`config.mk`:
```
export PLATFORM = sky130hd
export DESIGN_NAME = cdb_arbiter
export DESIGN_NICKNAME = d
export VERILOG_FILES = /design/src/rtl/cdb_arbiter.sv
export SDC_FILE = /design/constraint.sdc
export NUM_CORES = 1
export LEC_CHECK = 0
export ABC_AREA = 1
export CAP_MARGIN = 10
export CORE_MARGIN = 4
export CORE_UTILIZATION = 33
export CTS_CLUSTER_SIZE = 40
export DETAILED_ROUTE_END_ITERATION = 7
export PLACE_DENSITY = 0.79
export SLEW_MARGIN = 10
export SYNTH_ARGS = -nofsm -noshare
export SYNTH_HDL_FRONTEND = slang
export SYNTH_SLANG_ARGS = --single-unit
```
`constraint.sdc`:
```
create_clock -name clk -period 1.65 [get_ports clk]
set_input_delay 0.4125 -clock clk [delete_from_list [all_inputs] [get_ports clk]]
set_output_delay 0.4125 -clock clk [all_outputs]
set_load 0.1 [all_outputs]
```
`src/rtl/cdb_arbiter.sv`:
```
// Common data bus arbiter: round-robin grant among completing functional units,
// with the winner's result registered onto the CDB one cycle later.
module cdb_arbiter #(
   parameter int NUM_REQ    = 3,
   parameter int DATA_WIDTH = 32,
   parameter int ADDR_WIDTH = 32,
   parameter int TAG_WIDTH  = 6
) (
   input  logic                            clk,
   input  logic                            rst,
   input  logic                            i_flush,
   input  logic [NUM_REQ-1:0]              i_req_valid,
   input  logic [NUM_REQ*TAG_WIDTH-1:0]    i_req_tag,
   input  logic [NUM_REQ*DATA_WIDTH-1:0]   i_req_data,
   input  logic [NUM_REQ*ADDR_WIDTH-1:0]   i_req_addr,
   input  logic [NUM_REQ-1:0]              i_req_redirect,
   output logic [NUM_REQ-1:0]              o_req_grant,
   output logic                            o_cdb_en,
   output logic [TAG_WIDTH-1:0]            o_cdb_tag,
   output logic [DATA_WIDTH-1:0]           o_cdb_data,
   output logic [ADDR_WIDTH-1:0]           o_cdb_addr,
   output logic                            o_cdb_redirect
);

   localparam int PTR_W = $clog2(NUM_REQ);

   logic [PTR_W-1:0]      ptr;
   logic [PTR_W-1:0]      win_p0;
   logic                  vld_p0;
   logic [NUM_REQ-1:0]    grant_p0;
   logic [PTR_W-1:0]      ptr_next_p0;
   logic [TAG_WIDTH-1:0]  tag_p0;
   logic [DATA_WIDTH-1:0] data_p0;
   logic [ADDR_WIDTH-1:0] addr_p0;
   logic                  redir_p0;

   logic                  vld_p1;
   logic [TAG_WIDTH-1:0]  tag_p1;
   logic [DATA_WIDTH-1:0] data_p1;
   logic [ADDR_WIDTH-1:0] addr_p1;
   logic                  redir_p1;

   // Stage p0: round-robin pick. The second pass (indices >= ptr) overrides the
   // first (indices < ptr), so the lowest index at or above ptr wins, else wrap.
   always_comb begin
      vld_p0 = 1'b0;
      win_p0 = '0;
      for (int j = NUM_REQ - 1; j >= 0; j--) begin
         if (i_req_valid[j] && (PTR_W'(j) < ptr)) begin
            vld_p0 = 1'b1;
            win_p0 = PTR_W'(j);
         end
      end
      for (int j = NUM_REQ - 1; j >= 0; j--) begin
         if (i_req_valid[j] && (PTR_W'(j) >= ptr)) begin
            vld_p0 = 1'b1;
            win_p0 = PTR_W'(j);
         end
      end
      if (rst || i_flush) begin
         vld_p0 = 1'b0;
      end
   end

   always_comb begin
      grant_p0 = '0;
      if (vld_p0) begin
         grant_p0[win_p0] = 1'b1;
      end
      ptr_next_p0 = (win_p0 == PTR_W'(NUM_REQ - 1)) ? '0 : win_p0 + 1'b1;
   end

   always_comb begin
      tag_p0   = '0;
      data_p0  = '0;
      addr_p0  = '0;
      redir_p0 = 1'b0;
      for (int j = 0; j < NUM_REQ; j++) begin
         if (grant_p0[j]) begin
            tag_p0   = i_req_tag[j*TAG_WIDTH +: TAG_WIDTH];
            data_p0  = i_req_data[j*DATA_WIDTH +: DATA_WIDTH];
            addr_p0  = i_req_addr[j*ADDR_WIDTH +: ADDR_WIDTH];
            redir_p0 = i_req_redirect[j];
         end
      end
   end

   // Stage p1: broadcast register; payload holds when nothing is granted.
   always_ff @(posedge clk) begin
      if (rst) begin
         ptr      <= '0;
         vld_p1   <= 1'b0;
         tag_p1   <= '0;
         data_p1  <= '0;
         addr_p1  <= '0;
         redir_p1 <= 1'b0;
      end else begin
         vld_p1 <= vld_p0;
         if (vld_p0) begin
            ptr      <= ptr_next_p0;
            tag_p1   <= tag_p0;
            data_p1  <= data_p0;
            addr_p1  <= addr_p0;
            redir_p1 <= redir_p0;
         end
      end
   end

   assign o_req_grant    = grant_p0;
   assign o_cdb_en       = vld_p1;
   assign o_cdb_tag      = tag_p1;
   assign o_cdb_data     = data_p1;
   assign o_cdb_addr     = addr_p1;
   assign o_cdb_redirect = redir_p1;

endmodule

```
==> results <==
- The run finished, with violations left.
- The checks that failed: setup timing.
- The max-slew violation total from the final report is 0.
- CTS placed an instance of sky130_fd_sc_hd__clkbuf_16 at the clock tree root.
- Setup repair after global routing could not meet its margin everywhere.
- No sink is reached through more buffers than the 2 on the longest clock path.
- The max-capacitance violation count is 0.
- The placed instance area is 8378 sq um.
- The library cells used most frequently in the layout, excluding fill and tap cells, are sky130_fd_sc_hd__clkdlybuf4s50_1 (213), sky130_fd_sc_hd__nand2_1 (172), sky130_fd_sc_hd__nand4_1 (142), sky130_fd_sc_hd__buf_12 (90).
- In this run, distinct cell masters in the synthesized netlist total 20.
- The critical path is of the reg2out type.
- For the worst setup path, the data required time is 1240 ps.
- The first TritonRoute pass finished after 6 iterations.
- The die covers between 10000 and 15000 sq um.
- The Yosys step of the flow raised 0 warnings.
- Entering global routing, the biggest net connects 72 pins.
- The synthesized netlist cell count is 663.
- The CTS tree is done.
- The number of antenna violations at the first check in global routing is 0.
- Summing all multi-input logic gate instances after layout gives 2480 sq um.
- The maximum fanout count along the critical path is 4.
- The initial DRC count is 589.
- After filler insertion, the fill cell instance count of the layout stands at roughly 900.
- The share of layout cells above drive strength 1 is 24.59%.
- In the routed layout, each cell is associated on average with a via count of roughly 5.4.
- Each instance of the synthesized netlist takes up on average 6.516 sq um.
- The worst slew slack as a fraction of its limit is 44.43%.
- The core outline area is 12720 sq um.
- The number of remaining DRC errors is 0.
- Detailed placement ended at an HPWL of approximately 14000 microns.
- The initialized floorplan defines 41 standard-cell rows.
- For the pin with the worst max-slew slack, the measured transition is 833.5 ps.
- The CTS buffer count is 9.
- The critical path endpoint category is an output pin.
- The first global-routing pass estimated 28530 microns of wire.
- The number of antenna cells inserted is 0.
- The boundary pin count is approximately 300.
- After the last flow step, the layout net total stands at 1202.
- Static timing analysis puts the maximum clock frequency at 533.9 MHz.
- The power per standard cell area is 707.8 nW/um^2.
- Summed over all layers, the routed wires come to 21990 microns.
- The static leakage power is between 4 and 5 nW.
- In this run the vertical extent of the chip is 122.4 microns.
- Port buffering added 293 buffers.
- The residual overflow from global routing is 0.
- The detail route stage leaves a number of antenna-violating nets equal to 0.
- The number of failing setup endpoints in the final timing report is 16.
- The count of hold-fix buffers inserted at cts is 0.
- The via count of the first global-routing pass was 5793.
- The worst ir drop on vdd is 335.3 uV.
- The number of failing hold endpoints at the final stage is 0.
- The minimum period implied by the final worst setup slack is 1873 ps.
- The post-synthesis sequential element count is 74.
- The arrival time of data at the critical path endpoint is 1460 ps.
- The post-route worst setup slack is -223.0 ps.
- Routability-driven placement finished with a final weighted congestion of approximately 0.84.
- From synthesis to final layout, the design area changed by 120.0%.
- The final cycle utilization of the critical path is 113.5%.
- The finished layout cell area is 9505 sq um.
- After synthesis, flip-flops and latches occupy 34.29% of the total area.
- The clock reaches the later pin of the worst-skew pair after roughly 330 ps.
- The worst setup slack after placement is -571.8 ps.
- The effective utilization at floorplan is 33.96%.
- The global-route total usage across every layer is 24.06%.
- The CTS H-tree depth is 3.
- The register cell area after layout is 1484 sq um.
- Summing over every cut layer, the via total after detailed routing is 6238.
- The cell area that synthesis handed to floorplanning was ~4300 sq um.
- The startpoint class of the critical path is a register.
- The clock net sink count is 74.
- Measured on the finished design, the core utilization comes to between 70% and 80%.
- The commonest non-fill, non-tap cell in the layout is sky130_fd_sc_hd__clkdlybuf4s50_1.
- Counting every net in the synthesized netlist gives 882.
- The clock input transition at the sequential cells of the worst setup and hold paths is approximately 50 ps.
- The worst hold path belongs to the class in2reg.
- The chip width is 122.4 microns.
- After detailed routing, the average wire length per cell comes to 19.02 microns.
- The clock arrives with around 6.0 ps of skew.
registers in the layout, indices dropped and copies added, names as in the netlist:
register / count
o_cdb_redirect: 1
o_cdb_en: 1
o_cdb_data: 32
ptr: 2
o_cdb_addr: 32
o_cdb_tag: 6
cell families after synthesis:
kind of cell,share of synthesized area [%]
AOI/OAI and AO/OA,0.8400
buffers and inverters,14.74
and+or+nand+nor,50.13
DFF,34.29
area by class of cell:
type / instances / area share, %
repair buffers: 367 / 50.28
multi-input cells: 453 / 26.09
flip-flops and latches: 74 / 15.61
inverters: 78 / 3.146
clock buffers: 11 / 2.554
well taps: 172 / 2.264
clock inverters: 1 / 0.05265
per-stage QoR:
step                TNS, ps  std cells  hold slack [ps]  power (mW)
floorplan            -338.5        663            453.0       3.435
global placement     -36010       1111            471.9       4.711
detailed placement   -37890       1111            485.6       4.741
CTS                  -11580       1135            481.6       6.530
global route          -7784       1156            475.0       6.985
finish               -675.2       1156            471.8       6.728
cells in the mapped netlist:
cell type	number	area share, %
sky130_fd_sc_hd__a21oi_1	4	0.46
sky130_fd_sc_hd__or2_1	1	0.14
sky130_fd_sc_hd__buf_2	35	4.1
sky130_fd_sc_hd__clkbuf_1	1	0.087
sky130_fd_sc_hd__dfxtp_1	74	34
sky130_fd_sc_hd__nor2_8	1	0.46
sky130_fd_sc_hd__nor2_1	4	0.35
sky130_fd_sc_hd__inv_2	3	0.26
sky130_fd_sc_hd__nand2_2	1	0.14
sky130_fd_sc_hd__nand2_4	1	0.26
sky130_fd_sc_hd__a21oi_4	1	0.38
sky130_fd_sc_hd__nand2_1	224	19
sky130_fd_sc_hd__nand3_1	72	8.3
sky130_fd_sc_hd__nor2_4	1	0.26
sky130_fd_sc_hd__inv_1	75	6.5
sky130_fd_sc_hd__buf_6	7	1.8
sky130_fd_sc_hd__nor2_2	1	0.14
sky130_fd_sc_hd__nand4_1	142	21
sky130_fd_sc_hd__buf_1	7	0.61
sky130_fd_sc_hd__buf_4	8	1.4
path summary, 6_finish.rpt:
check	startpoint	to	slack, ps	depth (start not counted)
worst max-delay path	ptr[1]	o_req_grant[0]	-220	8
worst min-delay path	rst	ptr[1]	470	3
worst max register to register	ptr[1]	o_cdb_data[31]	-30	13
worst min register to register	ptr[1]	ptr[1]	490	2
worst max-delay path, stage by stage, from the launching register on:
cell and delay (ps):
sky130_fd_sc_hd__dfxtp_2 340, sky130_fd_sc_hd__buf_6 120, sky130_fd_sc_hd__nor2_4 100, sky130_fd_sc_hd__inv_2 50, sky130_fd_sc_hd__nand2_2 70, sky130_fd_sc_hd__nand2_4 80
sky130_fd_sc_hd__nand3_4 110, sky130_fd_sc_hd__clkinvlp_4 100, sky130_fd_sc_hd__buf_12 170
metal layers:
layer  up-vias  part of all wire [%]  GRT usage [%]
met1      2919                    37          26.62
met3        68                    10          6.406
met5         -                     0              0
li1       2873                     -              -
met4         0                   3.5          11.27
met2       378                    50          42.77
report_power, final:
group / internal [mW] / switching (mW)
clock network: 1.02 / 0.709
registers: 1.91 / 0.126
logic: 1.33 / 1.63
total: 4.27 / 2.46
timing repair:
item | CTS | global route
pin swaps | 6 | 50
buffers inserted | 11 | 6
gates cloned | 1 | 19
setup endpoints to repair | 76 | 74
gates resized for setup | 19 | 105
No activity file was read; power rests on OpenSTA's default activity.
